==> src/rtl/rotate_arb_pkg.sv <==
// rotate_arb_pkg: shared types and default sizes for rotate_arbiter
package rotate_arb_pkg;
  typedef enum logic {EMPTY, FULL} rot_arb_state_t;
  localparam int ROT_ARB_N_DEF = 3;
  localparam int ROT_ARB_R_DEF = 4;
endpackage

==> src/rtl/param_left_shifter.sv <==
// param_left_shifter: combinational left rotate of a 2**N-bit word by sel
module param_left_shifter #(
  parameter int N = 3
) (
  input  logic [2**N-1:0] data,
  input  logic [N-1:0]    sel,
  output logic [2**N-1:0] rot
);
  logic [2*(2**N)-1:0] dbl;
  assign dbl = {data, data} << sel;
  assign rot = dbl[2*(2**N)-1:2**N];
endmodule

==> src/rtl/rr_picker.sv <==
// rr_picker: combinational round-robin pick, first req scanning up from ptr+1
module rr_picker #(
  parameter int R = 4,
  localparam int ID_W = $clog2(R)
) (
  input  logic [R-1:0]    req,
  input  logic [ID_W-1:0] ptr,
  input  logic            en,
  output logic [R-1:0]    grant,
  output logic [ID_W-1:0] idx
);
  logic hit;
  always_comb begin
    idx = '0;
    hit = 1'b0;
    for (int k = R; k >= 1; k--) begin
      if (req[(int'(ptr) + k) % R]) begin
        idx = ID_W'((int'(ptr) + k) % R);
        hit = 1'b1;
      end
    end
    grant = (en && hit) ? R'(1) << idx : '0;
  end
endmodule

==> src/rtl/rotate_arbiter.sv <==
// rotate_arbiter: round-robin sharing of one rotator among R requesters; ROT_ARB_DIR_EN honours req_dir
module rotate_arbiter
  import rotate_arb_pkg::*;
#(
  parameter int N = ROT_ARB_N_DEF,
  parameter int R = ROT_ARB_R_DEF,
  localparam int W = 2**N,
  localparam int ID_W = $clog2(R)
) (
  input  logic                clk,
  input  logic                reset,
  input  logic [R-1:0]        req_valid,
  output logic [R-1:0]        req_ready,
  input  logic [R-1:0][W-1:0] req_data,
  input  logic [R-1:0][N-1:0] req_amt,
  input  logic [R-1:0]        req_dir,
  output logic                out_valid,
  input  logic                out_ready,
  output logic [W-1:0]        out_data,
  output logic [ID_W-1:0]     out_id,
  output logic                busy
);
  rot_arb_state_t state, state_n;
  logic [ID_W-1:0] ptr, idx;
  logic can_accept, xfer;
  logic [N-1:0] amt;
  logic [W-1:0] rot;
  assign can_accept = (state == EMPTY) || out_ready;
  rr_picker #(.R(R)) u_pick (
    .req(req_valid), .ptr(ptr), .en(can_accept), .grant(req_ready), .idx(idx)
  );
  assign xfer = |req_ready;
`ifdef ROT_ARB_DIR_EN
  // right rotate by a == left rotate by -a mod 2**N
  assign amt = req_dir[idx] ? -req_amt[idx] : req_amt[idx];
`else
  logic unused_dir;
  assign unused_dir = ^req_dir;
  assign amt = req_amt[idx];
`endif
  param_left_shifter #(.N(N)) u_rot (.data(req_data[idx]), .sel(amt), .rot(rot));
  always_comb state_n = xfer ? FULL : out_ready ? EMPTY : state;
  always_ff @(posedge clk or posedge reset) begin
    if (reset) begin
      state    <= EMPTY;
      ptr      <= ID_W'(R - 1);
      out_data <= '0;
      out_id   <= '0;
    end else begin
      state <= state_n;
      if (xfer) begin
        ptr      <= idx;
        out_data <= rot;
        out_id   <= idx;
      end
    end
  end
  assign out_valid = (state == FULL);
  assign busy = out_valid;
endmodule

==> config.mk <==
export PLATFORM = sky130hd
export DESIGN_NAME = rotate_arbiter
export DESIGN_NICKNAME = d
export VERILOG_FILES = /design/src/rtl/rotate_arb_pkg.sv /design/src/rtl/param_left_shifter.sv /design/src/rtl/rr_picker.sv /design/src/rtl/rotate_arbiter.sv
export SDC_FILE = /design/constraint.sdc
export NUM_CORES = 1
export LEC_CHECK = 0
export ABC_AREA = 1
export CAP_MARGIN = 5
export CORE_MARGIN = 3
export CORE_UTILIZATION = 46
export DETAILED_ROUTE_END_ITERATION = 10
export GPL_TIMING_DRIVEN = 0
export PLACE_DENSITY = 0.87
export SETUP_SLACK_MARGIN = 0.5
export SYNTH_ARGS = -nofsm -noshare
export SYNTH_HDL_FRONTEND = slang
export SYNTH_SLANG_ARGS = --single-unit
==> constraint.sdc <==
create_clock -name clk -period 4.95 [get_ports clk]
set_input_delay 0.99 -clock clk [delete_from_list [all_inputs] [get_ports clk]]
set_output_delay 0.99 -clock clk [all_outputs]
set_load 0.01 [all_outputs]
==> report_table.html, run 1 <==
<table>
<tr><th>Metric</th><th>Value</th></tr>
<tr><th colspan="2">Timing</th></tr>
<tr><td>Final-layout setup total negative slack</td><td>0 ns</td></tr>
<tr><td>Setup repair after global routing missed its margin</td><td>no</td></tr>
<tr><td>Final number of max-transition violations</td><td>0</td></tr>
<tr><td>Period minus WS final</td><td>4.215 ns</td></tr>
<tr><td>Final cycle utilization of the critical path</td><td>85.15%</td></tr>
<tr><td>Final Hold Violating Endpoints</td><td>0</td></tr>
<tr><td>Worst slew margin relative to its limit</td><td>around 70%</td></tr>
<tr><td>Worst Hold Margin</td><td>0.4869 ns</td></tr>
<tr><td>Worst clock skew on the final layout</td><td>0.001222 ns</td></tr>
<tr><td>FMAX</td><td>237.2 MHz</td></tr>
<tr><td>Transition time at the pin with the least slew margin</td><td>0.4619 ns</td></tr>
<tr><td>Final critical-path setup slack</td><td>0.7350 ns</td></tr>
<tr><td>Endpoints failing setup</td><td>0</td></tr>
<tr><th colspan="2">Worst setup path</th></tr>
<tr><td>Critical path data required time</td><td>3.96 ns</td></tr>
<tr><td>Worst Setup Path Type</td><td>primary input to output port</td></tr>
<tr><td>Arrival time at the worst endpoint</td><td>3.23 ns</td></tr>
<tr><td>Crit-path max FO</td><td>10</td></tr>
<tr><td>Kind of end point of the critical path</td><td>output port</td></tr>
<tr><td>Kind of launch point of the worst setup path</td><td>primary input</td></tr>
<tr><th colspan="2">Logic synthesis</th></tr>
<tr><td>Area of the mapped netlist</td><td>between 1500 and 2000 sq um</td></tr>
<tr><td>Number of flops mapped to enable cells by yosys</td><td>0</td></tr>
<tr><td>Most common cell in the netlist</td><td>sky130_fd_sc_hd__nand2_1</td></tr>
<tr><td>Share of synthesized flip-flops with an asynchronous set or reset</td><td>100.0%</td></tr>
<tr><td>Proportion of netlist area held by the largest area contributor</td><td>between 20% and 30%</td></tr>
<tr><td>Number of nets in the synthesized netlist</td><td>328</td></tr>
<tr><td>Distinct cell type count after synthesis</td><td>25</td></tr>
<tr><td>Share of synthesized area occupied by flip-flops and latches</td><td>20.61%</td></tr>
<tr><td>Ranking of synthesized cells by area</td><td>sky130_fd_sc_hd__nand2_1 22%, sky130_fd_sc_hd__nand3_1 18%, sky130_fd_sc_hd__dfrtp_1 17%, sky130_fd_sc_hd__inv_1 5.4%, sky130_fd_sc_hd__nand3_2 4.4%</td></tr>
<tr><td>Commonest cells post-synth</td><td>93 x sky130_fd_sc_hd__nand2_1, 58 x sky130_fd_sc_hd__nand3_1, 23 x sky130_fd_sc_hd__inv_1</td></tr>
<tr><td>Number of synthesized register bits</td><td>13</td></tr>
<tr><td>Post-Synthesis Mean Instance Area</td><td>between 5 and 6 sq um</td></tr>
<tr><td>Area leader, netlist</td><td>sky130_fd_sc_hd__nand2_1</td></tr>
<tr><td>Synthesis warning total</td><td>0</td></tr>
<tr><td>Gate Count Post-Synth</td><td>273</td></tr>
<tr><td>Dominant synthesized flop cell</td><td>sky130_fd_sc_hd__dfrtp_1</td></tr>
<tr><th colspan="2">Drt</th></tr>
<tr><td>Remaining DRCs</td><td>0</td></tr>
<tr><td>Remaining antenna violation count</td><td>0</td></tr>
<tr><td>Via total after detailed routing</td><td>slightly below 2000</td></tr>
<tr><td>Final wirelength</td><td>4725 um</td></tr>
<tr><td>Violation count after the first detailed-routing iteration</td><td>143</td></tr>
<tr><td>Average vias per placed instance</td><td>5.078</td></tr>
<tr><td>Per-cell routed wire length</td><td>12.21 um</td></tr>
<tr><td>First-pass iteration count of the detailed router</td><td>4</td></tr>
<tr><th colspan="2">Clock network</th></tr>
<tr><td>Number of buffers inserted to repair setup after CTS</td><td>0</td></tr>
<tr><td>Clock transition at path regs</td><td>0.08 ns</td></tr>
<tr><td>Number of buffers added to fix hold violations after cts</td><td>0</td></tr>
<tr><td>TritonCTS clock tree</td><td>done</td></tr>
<tr><td>Buffer cell driving the clock tree root</td><td>sky130_fd_sc_hd__clkbuf_4</td></tr>
<tr><td>CTS H-tree depth</td><td>1</td></tr>
<tr><td>Inserted Clock Buffers</td><td>3</td></tr>
<tr><td>Clock Path Buffers</td><td>2</td></tr>
<tr><td>Clk sink count</td><td>13</td></tr>
<tr><td>Worst-skew pair later-pin latency</td><td>0.28 ns</td></tr>
<tr><th colspan="2">Global route</th></tr>
<tr><td>Number of global-route vias before repair</td><td>1941</td></tr>
<tr><td>Antenna violations before repair</td><td>0</td></tr>
<tr><td>Met3 layer usage reported by global route</td><td>under 10%</td></tr>
<tr><td>Total gr overflow</td><td>0</td></tr>
<tr><td>Pin count of the biggest net entering global routing</td><td>14</td></tr>
<tr><td>Overall global routing resource usage</td><td>24.56%</td></tr>
<tr><td>Met1 routing resource usage after global routing</td><td>between 30% and 40%</td></tr>
<tr><td>Met2 usage</td><td>42.78%</td></tr>
<tr><td>Most Used Layer, Global Route</td><td>met2</td></tr>
<tr><td>Wire length of the first global-routing pass</td><td>8390 um</td></tr>
<tr><th colspan="2">Die</th></tr>
<tr><td>Number of placed I/O pins</td><td>a little over 70</td></tr>
<tr><td>Starting density of the core</td><td>50.04%</td></tr>
<tr><td>Die width</td><td>64.80 um</td></tr>
<tr><td>Cell Rows</td><td>20</td></tr>
<tr><td>Die outline area</td><td>between 4000 and 5000 sq um</td></tr>
<tr><td>Overall die height</td><td>64.80 um</td></tr>
<tr><td>Core Area</td><td>3178 sq um</td></tr>
<tr><th colspan="2">Min path</th></tr>
<tr><td>Path class of the lowest-slack min-delay path</td><td>flip-flop to flip-flop</td></tr>
<tr><th colspan="2">Placement</th></tr>
<tr><td>Count of input and output buffers</td><td>66</td></tr>
<tr><td>Half-perimeter wire length after placement</td><td>3856 um</td></tr>
<tr><td>Weighted congestion reported at the end of routability-driven placement</td><td>a little under 0.9</td></tr>
<tr><td>Setup slack at placement</td><td>between 0.6 and 0.7 ns</td></tr>
<tr><td>Cells after DPL</td><td>approximately 380</td></tr>
<tr><th colspan="2">Flow run</th></tr>
<tr><td>Max-capacitance violation count</td><td>0</td></tr>
<tr><th colspan="2">Finish</th></tr>
<tr><td>Number of fill cells</td><td>283</td></tr>
<tr><td>Final cell count without fillers</td><td>387</td></tr>
<tr><td>Layout cell share with drive strength beyond 1</td><td>14.29%</td></tr>
<tr><td>Antenna Cells</td><td>0</td></tr>
<tr><td>Syn-to-layout area delta</td><td>47.05%</td></tr>
<tr><td>Final #Nets</td><td>399</td></tr>
<tr><th colspan="2">Outcome</th></tr>
<tr><td>Outcome</td><td>completed</td></tr>
</table>
[kinds of logic after synthesis]
| logic type | share of synthesized area (%) |
|---|---|
| and+or+nand+nor | 61.05 |
| buffers and inverters | 11.57 |
| AOI/OAI and AO/OA | 6.766 |
| DFF | 20.61 |
[what timing repair did]
action	4_1_cts	5_1_grt
endpoints found under the setup margin	0	4
hold endpoints to repair	0	0
gates resized for setup	0	4
[per-layer routing]
metal / vias to the layer above / part of all wire [%]
met5: - / 0
met4: 0 / 0.72
met3: 5 / 8.1
met2: 59 / 46
met1: 867 / 45
li1: 1034 / -
[cell type report]
| type | count | area, sq um | area share (%) |
|---|---|---|---|
| Sequential cell | 13 | 327.8 | 14.02 |
| Multi-Input combinational cell | 219 | 1079 | 46.12 |
| Buffer | 12 | 75.07 | 3.210 |
| Inverter | 29 | 110.1 | 4.708 |
| Timing Repair Buffer | 66 | 665.6 | 28.46 |
| Clock buffer | 4 | 26.28 | 1.124 |
| Tap cell | 44 | 55.05 | 2.354 |
[worst max-delay path: stages]
cell                              delay (ns)
sky130_fd_sc_hd__clkdlybuf4s50_1        0.48
sky130_fd_sc_hd__nand2_1                0.06
sky130_fd_sc_hd__nand2_1                0.12
sky130_fd_sc_hd__nand2_2                0.09
sky130_fd_sc_hd__nand2_2                0.07
sky130_fd_sc_hd__clkinv_2               0.08
sky130_fd_sc_hd__nand4_1                0.09
sky130_fd_sc_hd__o21a_1                 0.20
sky130_fd_sc_hd__inv_1                  0.12
sky130_fd_sc_hd__clkbuf_2               0.20
sky130_fd_sc_hd__nor3_1                 0.16
sky130_fd_sc_hd__clkdlybuf4s50_1        0.56
[metrics by stage]
step / area, sq um / util (%)
after floorplan: 1590 / -
after global placement: 2306 / 72.56
after detailed placement: 2306 / 72.56
after CTS: 2332 / 73.39
after global routing: 2338 / 73.58
final: 2338 / 73.58
[state kept, by name, summed over array words and instances, names as in the netlist]
register and count:
out_data 8, out_id 2, ptr 2, busy 1
[path summary, 6_finish.rpt]
check	end	from	slack, ns	cells past startpoint
setup / recovery	req_ready[0]	req_valid[1]	0.73	12
hold / removal	out_id[0]$_DFFE_PP0P_	out_id[0]$_DFFE_PP0P_	0.49	2
setup reg to reg	out_data[1]$_DFFE_PP0P_	ptr[0]$_DFFE_PP1P_	2.45	19
hold reg to reg	out_id[0]$_DFFE_PP0P_	out_id[0]$_DFFE_PP0P_	0.49	2
max in group asynchronous	ptr[1]$_DFFE_PP1P_	reset	3.59	2
min in group asynchronous	out_data[3]$_DFFE_PP0P_	reset	1.02	2
[cells in the final DEF, fill, tap and decap left out]
| cell | count |
|---|---|
| sky130_fd_sc_hd__dlymetal6s2s_1 | 2 |
| sky130_fd_sc_hd__a21oi_1 | 8 |
| sky130_fd_sc_hd__dfstp_2 | 2 |
| sky130_fd_sc_hd__nand2_2 | 6 |
| sky130_fd_sc_hd__clkdlybuf4s50_1 | 64 |
| sky130_fd_sc_hd__nor3_1 | 4 |
| sky130_fd_sc_hd__dfrtp_1 | 11 |
| sky130_fd_sc_hd__nor2_4 | 1 |
| sky130_fd_sc_hd__nor2_2 | 5 |
| sky130_fd_sc_hd__inv_2 | 5 |
| sky130_fd_sc_hd__buf_6 | 2 |
| sky130_fd_sc_hd__nand3_1 | 58 |
| sky130_fd_sc_hd__inv_1 | 23 |
| sky130_fd_sc_hd__clkbuf_2 | 1 |
| sky130_fd_sc_hd__o21a_1 | 1 |
| sky130_fd_sc_hd__nand3_2 | 7 |
| sky130_fd_sc_hd__clkinv_2 | 1 |
| sky130_fd_sc_hd__o21ai_1 | 2 |
| sky130_fd_sc_hd__o21ai_2 | 4 |
| sky130_fd_sc_hd__nand4_1 | 10 |
| sky130_fd_sc_hd__o21ai_0 | 3 |
| sky130_fd_sc_hd__nand2_1 | 93 |
| sky130_fd_sc_hd__nor2_1 | 14 |
| sky130_fd_sc_hd__buf_2 | 8 |
| sky130_fd_sc_hd__clkbuf_1 | 1 |
| sky130_fd_sc_hd__buf_4 | 1 |
| sky130_fd_sc_hd__clkbuf_4 | 3 |
| sky130_fd_sc_hd__nand3_4 | 2 |
| sky130_fd_sc_hd__nand2_4 | 1 |
Power of run 1 is not shown: default switching activity piles up to over one toggle a cycle in this logic, so the estimate is an artifact.
==> inputs of run 2 (changes only) <==
--- a/config.mk
+++ b/config.mk
@@ -8,10 +8,11 @@
 export ABC_AREA = 1
 export CAP_MARGIN = 5
 export CORE_MARGIN = 3
-export CORE_UTILIZATION = 46
+export CORE_UTILIZATION = 69
 export DETAILED_ROUTE_END_ITERATION = 10
+export DONT_BUFFER_PORTS = 1
 export GPL_TIMING_DRIVEN = 0
-export PLACE_DENSITY = 0.87
+export PLACE_DENSITY = 0.85
 export SETUP_SLACK_MARGIN = 0.5
 export SYNTH_ARGS = -nofsm -noshare
 export SYNTH_HDL_FRONTEND = slang
==> constraint.sdc (replaced) <==
create_clock -name clk -period 4.95 [get_ports clk]
set_input_delay 0.99 -clock clk [delete_from_list [all_inputs] [get_ports clk]]
set_output_delay 0.99 -clock clk [all_outputs]
set_load 0.05 [all_outputs]
==> run 2 against run 1 <==
Effect of this change: sequential cell count unchanged; final cell count decreased by 20%; critical path type is now flip-flop to output port; sequential share of layout area increased by 5.5 points; critical path depth unchanged; die area decreased by 31%; highest routed layer unchanged; via count decreased by 10%.
==> report_table.html, run 2 (synthesis gave the netlist of run 1 again) <==
<table>
<tr><th>Metric</th><th>Value</th></tr>
<tr><th colspan="2">Outcome</th></tr>
<tr><td>Outcome</td><td>completed</td></tr>
<tr><th colspan="2">Drt</th></tr>
<tr><td>Violation count after the first detailed-routing iteration</td><td>35</td></tr>
<tr><td>Remaining antenna violation count</td><td>0</td></tr>
<tr><td>Final wirelength</td><td>3990 um</td></tr>
<tr><td>Average vias per placed instance</td><td>approximately 5.7</td></tr>
<tr><td>Per-cell routed wire length</td><td>12.95 um</td></tr>
<tr><td>First-pass iteration count of the detailed router</td><td>4</td></tr>
<tr><td>Remaining DRCs</td><td>0</td></tr>
<tr><td>Via total after detailed routing</td><td>1764</td></tr>
<tr><th colspan="2">Worst setup path</th></tr>
<tr><td>Critical path cell sequence</td><td>inv_2 &gt; nand2_1 &gt; nand2_1 &gt; nand2_2 &gt; nand2_2 &gt; clkinv_2 &gt; nand4_1 &gt; o21a_1 &gt; inv_1 &gt; clkbuf_1 &gt; nor3_1 &gt; buf_4</td></tr>
<tr><td>Family with the most delay on the worst path</td><td>buffers and inverters</td></tr>
<tr><td>Bufs and invs on worst path</td><td>5</td></tr>
<tr><td>Arrival time at the worst endpoint</td><td>2.45 ns</td></tr>
<tr><td>Kind of launch point of the worst setup path</td><td>flip-flop</td></tr>
<tr><td>Slowest CP cell</td><td>sky130_fd_sc_hd__dfstp_2</td></tr>
<tr><td>Crit path largest cell delay</td><td>0.61 ns</td></tr>
<tr><td>Crit-path max FO</td><td>10</td></tr>
<tr><td>Critical path data required time</td><td>3.96 ns</td></tr>
<tr><td>Kind of end point of the critical path</td><td>output port</td></tr>
<tr><td>Worst Setup Path Type</td><td>flip-flop to output port</td></tr>
<tr><th colspan="2">Finish</th></tr>
<tr><td>Top library cells by usage in the layout, fill and taps aside</td><td>93 x sky130_fd_sc_hd__nand2_1, 58 x sky130_fd_sc_hd__nand3_1, 23 x sky130_fd_sc_hd__inv_1</td></tr>
<tr><td>Multi-input combinational cell area</td><td>1079 sq um</td></tr>
<tr><td>Flip-flop count of the largest register, all copies and words added</td><td>8</td></tr>
<tr><td>Final #Nets</td><td>337</td></tr>
<tr><td>Top flop regs</td><td>out_data: 8 flops, out_id: 2 flops, ptr: 2 flops</td></tr>
<tr><td>Number of fill cells</td><td>158</td></tr>
<tr><td>Antenna Cells</td><td>0</td></tr>
<tr><td>Register ranked first by flip-flop count</td><td>out_data</td></tr>
<tr><td>Commonest non-fill, non-tap cell in the layout</td><td>sky130_fd_sc_hd__nand2_1</td></tr>
<tr><td>Layout cell share with drive strength beyond 1</td><td>between 10% and 20%</td></tr>
<tr><td>Syn-to-layout area delta</td><td>5.665%</td></tr>
<tr><td>Register Area</td><td>327.8 sq um</td></tr>
<tr><th colspan="2">Die</th></tr>
<tr><td>Cell Rows</td><td>16</td></tr>
<tr><td>Core Area</td><td>approximately 2100 sq um</td></tr>
<tr><td>Starting density of the core</td><td>77.12%</td></tr>
<tr><td>Die outline area</td><td>2917 sq um</td></tr>
<tr><td>Overall die height</td><td>roughly 54 um</td></tr>
<tr><td>Number of placed I/O pins</td><td>71</td></tr>
<tr><td>Die width</td><td>54.01 um</td></tr>
<tr><th colspan="2">Clock network</th></tr>
<tr><td>Clock transition at path regs</td><td>0.08 ns</td></tr>
<tr><td>TritonCTS clock tree</td><td>done</td></tr>
<tr><td>Inserted Clock Buffers</td><td>3</td></tr>
<tr><td>Buffer cell driving the clock tree root</td><td>sky130_fd_sc_hd__clkbuf_4</td></tr>
<tr><td>Number of buffers inserted to repair setup after CTS</td><td>0</td></tr>
<tr><td>Worst-skew pair later-pin latency</td><td>0.28 ns</td></tr>
<tr><td>CTS H-tree depth</td><td>1</td></tr>
<tr><td>Clk sink count</td><td>13</td></tr>
<tr><td>Number of buffers added to fix hold violations after cts</td><td>0</td></tr>
<tr><td>Post-cts resize count</td><td>0</td></tr>
<tr><td>Clock Path Buffers</td><td>2</td></tr>
<tr><th colspan="2">Timing</th></tr>
<tr><td>Final Hold Violating Endpoints</td><td>0</td></tr>
<tr><td>Final number of max-transition violations</td><td>0</td></tr>
<tr><td>Endpoints failing setup</td><td>0</td></tr>
<tr><td>Final cycle utilization of the critical path</td><td>69.47%</td></tr>
<tr><td>Period minus WS final</td><td>~3.4 ns</td></tr>
<tr><td>FMAX</td><td>around 290 MHz</td></tr>
<tr><td>Final-layout setup total negative slack</td><td>0 ns</td></tr>
<tr><td>Worst slew margin relative to its limit</td><td>66.22%</td></tr>
<tr><td>Setup repair after global routing missed its margin</td><td>no</td></tr>
<tr><td>Worst clock skew on the final layout</td><td>between 0.01 and 0.015 ns</td></tr>
<tr><td>Transition time at the pin with the least slew margin</td><td>0.5067 ns</td></tr>
<tr><th colspan="2">Global route</th></tr>
<tr><td>Number of global-route vias before repair</td><td>approximately 1500</td></tr>
<tr><td>Pin count of the biggest net entering global routing</td><td>14</td></tr>
<tr><td>Overall global routing resource usage</td><td>29.29%</td></tr>
<tr><td>Total gr overflow</td><td>0</td></tr>
<tr><td>Antenna violations before repair</td><td>0</td></tr>
<tr><td>Wire length of the first global-routing pass</td><td>6320 um</td></tr>
<tr><th colspan="2">Placement</th></tr>
<tr><td>Count of input and output buffers</td><td>0</td></tr>
<tr><td>Weighted congestion reported at the end of routability-driven placement</td><td>about 0.89</td></tr>
<tr><td>Half-perimeter wire length after placement</td><td>3219 um</td></tr>
<tr><th colspan="2">Flow run</th></tr>
<tr><td>Max-capacitance violation count</td><td>0</td></tr>
<tr><th colspan="2">Min path</th></tr>
<tr><td>Path class of the lowest-slack min-delay path</td><td>primary input to async pin</td></tr>
</table>
run 2: cell count changes in the layout (fill, tap and decap cells not counted):
| cell | before | now |
|---|---|---|
| sky130_fd_sc_hd__buf_4 | 1 | 5 |
| sky130_fd_sc_hd__clkbuf_1 | 1 | 2 |
| sky130_fd_sc_hd__clkbuf_2 | 1 | 0 |
| sky130_fd_sc_hd__clkdlybuf4s50_1 | 64 | 0 |
| sky130_fd_sc_hd__dlymetal6s2s_1 | 2 | 0 |
run 2: area by class of cell:
type                            instances  area share (%)
Buffer                                 12           4.393
Clock buffer                            4           1.564
Inverter                               29           6.553
Multi-Input combinational cell        219           64.18
Sequential cell                        13           19.51
Tap cell                               27           2.010
Timing Repair Buffer                    4           1.787
run 2: stage by stage:
stage                     util (%)  setup slack (ns)  instances  hold WS [ns]  instance area [sq um]
after floorplan                  -             1.038        273        0.5356                   1590
after global placement       78.76            0.8578        300        0.5867                   1624
after detailed placement     80.22             1.546        304        0.5886                   1654
after CTS                    81.49             1.530        308        0.6020                   1680
after global routing         81.49             1.250        308        0.6081                   1680
final                        81.49             1.511        308        0.6021                   1680
run 2: final timing paths:
kind,start,to,slack (ns),cells past startpoint
min reg2reg,ptr[1]$_DFFE_PP1P_,ptr[1]$_DFFE_PP1P_,0.61,2
max in group asynchronous,reset,ptr[0]$_DFFE_PP1P_,4.01,1
min,reset,busy$_DFFE_PP0P_,0.60,1
min in group clk,ptr[1]$_DFFE_PP1P_,ptr[1]$_DFFE_PP1P_,0.61,2
max,ptr[0]$_DFFE_PP1P_,req_ready[3],1.51,12
max reg2reg,ptr[0]$_DFFE_PP1P_,out_data[4]$_DFFE_PP0P_,2.45,19
run 2: metal layers:
metal  routed length [um]  up-vias  track usage (%)
met3                  335        4            8.033
met4                   37        0            7.884
met5                    0        -                0
met2                 1896       72            50.81
li1                     -      911                -
met1                 1720      777            35.38
Power of run 2 is left out for the same reason.
==> inputs of run 3 (changes only) <==
--- a/config.mk
+++ b/config.mk
@@ -8,11 +8,11 @@
 export ABC_AREA = 1
 export CAP_MARGIN = 5
 export CORE_MARGIN = 3
-export CORE_UTILIZATION = 69
+export CORE_UTILIZATION = 64
 export DETAILED_ROUTE_END_ITERATION = 10
 export DONT_BUFFER_PORTS = 1
 export GPL_TIMING_DRIVEN = 0
-export PLACE_DENSITY = 0.85
+export PLACE_DENSITY = 0.8
 export SETUP_SLACK_MARGIN = 0.5
 export SYNTH_ARGS = -nofsm -noshare
 export SYNTH_HDL_FRONTEND = slang
==> constraint.sdc (replaced) <==
create_clock -name clk -period 3.3 [get_ports clk]
set_input_delay 0.66 -clock clk [delete_from_list [all_inputs] [get_ports clk]]
set_output_delay 0.66 -clock clk [all_outputs]
set_load 0.05 [all_outputs]
==> run 3 against run 2 <==
Effect of this change: routed wire length increased by 55%; non-clock buffer count rose by 12; via count grew 22%; global-route usage rose by 0.59 points; sequential share of layout area fell by 2.9 points; utilization is 5.5 points higher; die area increased by 6.9%; setup slack worse by 1.3 ns; critical path type unchanged.
==> report_table.html, run 3 (synthesis gave the netlist of run 1 again) <==
<table>
<tr><th>Metric</th><th>Value</th></tr>
<tr><th colspan="2">Outcome</th></tr>
<tr><td>Outcome</td><td>completed</td></tr>
<tr><th colspan="2">Finish</th></tr>
<tr><td>Antenna Cells</td><td>0</td></tr>
<tr><td>Top flop regs</td><td>out_data: 8 flops, out_id: 2 flops, ptr: 2 flops</td></tr>
<tr><td>Top library cells by usage in the layout, fill and taps aside</td><td>76 x sky130_fd_sc_hd__nand2_1, 55 x sky130_fd_sc_hd__nand3_1, 20 x sky130_fd_sc_hd__inv_1</td></tr>
<tr><td>Register ranked first by flip-flop count</td><td>out_data</td></tr>
<tr><td>Final #Nets</td><td>349</td></tr>
<tr><td>Syn-to-layout area delta</td><td>24.47%</td></tr>
<tr><td>Flip-flop count of the largest register, all copies and words added</td><td>8</td></tr>
<tr><td>Number of fill cells</td><td>between 100 and 150</td></tr>
<tr><td>Layout cell share with drive strength beyond 1</td><td>31.40%</td></tr>
<tr><td>Commonest non-fill, non-tap cell in the layout</td><td>sky130_fd_sc_hd__nand2_1</td></tr>
<tr><th colspan="2">Timing</th></tr>
<tr><td>Final cycle utilization of the critical path</td><td>between 90% and 100%</td></tr>
<tr><td>Endpoints failing setup</td><td>0</td></tr>
<tr><td>Final number of max-transition violations</td><td>0</td></tr>
<tr><td>Setup repair after global routing missed its margin</td><td>yes</td></tr>
<tr><td>FMAX</td><td>323.0 MHz</td></tr>
<tr><td>Worst clock skew on the final layout</td><td>0.007918 ns</td></tr>
<tr><td>Final-layout setup total negative slack</td><td>0 ns</td></tr>
<tr><td>Final Hold Violating Endpoints</td><td>0</td></tr>
<tr><td>Transition time at the pin with the least slew margin</td><td>0.5878 ns</td></tr>
<tr><td>Period minus WS final</td><td>3.096 ns</td></tr>
<tr><td>Worst slew margin relative to its limit</td><td>60.69%</td></tr>
<tr><th colspan="2">Clock network</th></tr>
<tr><td>Inserted Clock Buffers</td><td>3</td></tr>
<tr><td>TritonCTS clock tree</td><td>done</td></tr>
<tr><td>Worst-skew pair later-pin latency</td><td>roughly 0.28 ns</td></tr>
<tr><td>Clk sink count</td><td>13</td></tr>
<tr><td>Clock transition at path regs</td><td>0.08 ns</td></tr>
<tr><td>Buffer cell driving the clock tree root</td><td>sky130_fd_sc_hd__clkbuf_4</td></tr>
<tr><td>CTS H-tree depth</td><td>1</td></tr>
<tr><td>Clock Path Buffers</td><td>2</td></tr>
<tr><th colspan="2">Die</th></tr>
<tr><td>Die outline area</td><td>3119 sq um</td></tr>
<tr><td>Cell Rows</td><td>17</td></tr>
<tr><td>Starting density of the core</td><td>69.87%</td></tr>
<tr><td>Overall die height</td><td>between 50 and 60 um</td></tr>
<tr><td>Number of placed I/O pins</td><td>a little over 70</td></tr>
<tr><td>Core Area</td><td>2276 sq um</td></tr>
<tr><td>Die width</td><td>55.85 um</td></tr>
<tr><th colspan="2">Global route</th></tr>
<tr><td>Number of global-route vias before repair</td><td>between 1500 and 2000</td></tr>
<tr><td>Wire length of the first global-routing pass</td><td>7638 um</td></tr>
<tr><td>Pin count of the biggest net entering global routing</td><td>14</td></tr>
<tr><td>Total gr overflow</td><td>0</td></tr>
<tr><td>Antenna violations before repair</td><td>0</td></tr>
<tr><td>Overall global routing resource usage</td><td>29.88%</td></tr>
<tr><th colspan="2">Worst setup path</th></tr>
<tr><td>Most prevalent standard cell on the critical path</td><td>sky130_fd_sc_hd__nand2_2</td></tr>
<tr><td>Kind of launch point of the worst setup path</td><td>flip-flop</td></tr>
<tr><td>Family with the most delay on the worst path</td><td>simple AND/OR/NAND/NOR gates</td></tr>
<tr><td>Critical path cell sequence</td><td>buf_12 &gt; nand2_2 &gt; nand2_4 &gt; nand2_2 &gt; nand2_2 &gt; nand2_2 &gt; nand3_4 &gt; nand2_4 &gt; buf_8 &gt; buf_12 &gt; nor3_4</td></tr>
<tr><td>Worst-case register-to-register setup slack</td><td>0.44 ns</td></tr>
<tr><td>Arrival time at the worst endpoint</td><td>2.44 ns</td></tr>
<tr><td>Critical path data required time</td><td>2.64 ns</td></tr>
<tr><td>Worst Setup Path Type</td><td>flip-flop to output port</td></tr>
<tr><td>Crit path largest cell delay</td><td>0.62 ns</td></tr>
<tr><td>Slowest CP cell</td><td>sky130_fd_sc_hd__dfstp_2</td></tr>
<tr><td>Bufs and invs on worst path</td><td>3</td></tr>
<tr><td>Kind of end point of the critical path</td><td>output port</td></tr>
<tr><td>Crit-path max FO</td><td>6</td></tr>
<tr><th colspan="2">Drt</th></tr>
<tr><td>Remaining antenna violation count</td><td>0</td></tr>
<tr><td>Violation count after the first detailed-routing iteration</td><td>244</td></tr>
<tr><td>Via total after detailed routing</td><td>2152</td></tr>
<tr><td>Final wirelength</td><td>~6000 um</td></tr>
<tr><td>Remaining DRCs</td><td>0</td></tr>
<tr><td>Per-cell routed wire length</td><td>19.24 um</td></tr>
<tr><td>Average vias per placed instance</td><td>6.704</td></tr>
<tr><td>First-pass iteration count of the detailed router</td><td>7</td></tr>
<tr><th colspan="2">Flow run</th></tr>
<tr><td>Max-capacitance violation count</td><td>0</td></tr>
<tr><th colspan="2">Placement</th></tr>
<tr><td>Count of input and output buffers</td><td>0</td></tr>
<tr><td>Weighted congestion reported at the end of routability-driven placement</td><td>0.8729</td></tr>
<tr><td>Half-perimeter wire length after placement</td><td>~3300 um</td></tr>
<tr><th colspan="2">Min path</th></tr>
<tr><td>Path class of the lowest-slack min-delay path</td><td>primary input to async pin</td></tr>
</table>
==> run 3: changes by cell type in the layout (fill, tap and decap cells not counted), sizes merged <==
cell / previous run / this run
buf: 15 / 27
clkinvlp: 0 / 1
inv: 28 / 27
==> run 3: per-stage QoR <==
step | cells | util, % | setup WS [ns] | hold slack, ns | cell area (sq um)
floorplan | 273 | - | 0.4399 | 0.5355 | 1610
global placement | 301 | 72.29 | 0.1811 | 0.5740 | 1645
detailed placement | 301 | 72.29 | 0.1806 | 0.5803 | 1645
CTS | 313 | 79.93 | 0.3204 | 0.2870 | 1819
global route | 321 | 86.97 | 0.1498 | 0.2858 | 1979
finish | 321 | 86.97 | 0.2041 | 0.2706 | 1979
==> run 3: metal layers <==
metal  part of all wire (%)  global-route usage [%]  vias to the layer above
li1                       -                       -                      945
met3                     12                   8.121                       57
met5                      0                       0                        -
met1                     33                   36.32                      942
met4                    7.4                   14.58                        0
met2                     48                   48.65                      208
==> run 3: cell type report <==
class / count / area, sq um / share of cell area (%)
inverter: 29 / 122.6 / 6.195
timing repair buffer: 16 / 132.6 / 6.700
tap: 28 / 35.03 / 1.770
buffer: 12 / 113.9 / 5.752
multi-input combinational: 219 / 1221 / 61.69
clock buffer: 4 / 26.28 / 1.327
sequential: 13 / 327.8 / 16.56
==> run 3: worst reg2reg max path, stage by stage (launching register included) <==
cell	delay, ns
sky130_fd_sc_hd__dfstp_2	0.62
sky130_fd_sc_hd__buf_12	0.14
sky130_fd_sc_hd__nand2_2	0.07
sky130_fd_sc_hd__nand2_4	0.10
sky130_fd_sc_hd__nand2_4	0.07
sky130_fd_sc_hd__nand2_4	0.07
sky130_fd_sc_hd__clkinv_4	0.07
sky130_fd_sc_hd__nand2_2	0.08
sky130_fd_sc_hd__nand3_4	0.08
sky130_fd_sc_hd__nand2_4	0.10
sky130_fd_sc_hd__clkinvlp_4	0.15
sky130_fd_sc_hd__buf_4	0.18
sky130_fd_sc_hd__nand2_1	0.05
sky130_fd_sc_hd__nand2_1	0.08
sky130_fd_sc_hd__o21ai_2	0.30
sky130_fd_sc_hd__nand3_1	0.23
sky130_fd_sc_hd__nand3_1	0.17
sky130_fd_sc_hd__nand3_1	0.12
sky130_fd_sc_hd__nand2_1	0.10
==> run 3: worst paths after layout <==
kind | startpoint | endpoint | cells after the start
setup / recovery | ptr[0]$_DFFE_PP1P_ | req_ready[2] | 11
setup reg to reg | ptr[0]$_DFFE_PP1P_ | out_data[3]$_DFFE_PP0P_ | 18
hold reg to reg | ptr[1]$_DFFE_PP1P_ | ptr[1]$_DFFE_PP1P_ | 2
max in group asynchronous | reset | ptr[1]$_DFFE_PP1P_ | 1
hold / removal | reset | out_data[0]$_DFFE_PP0P_ | 1
min in group clk | out_ready | busy$_DFFE_PP0P_ | 1
==> run 3: repair_timing <==
| action | 4_1_cts | 5_1_grt |
|---|---|---|
| setup endpoints to repair | 4 | 7 |
| hold buffers | 0 | 0 |
| buffers inserted | 8 | 8 |
| resized for setup | 23 | 24 |
| pin swaps | 9 | 14 |
| cloned | 0 | 0 |
Power of run 3 is left out for the same reason.
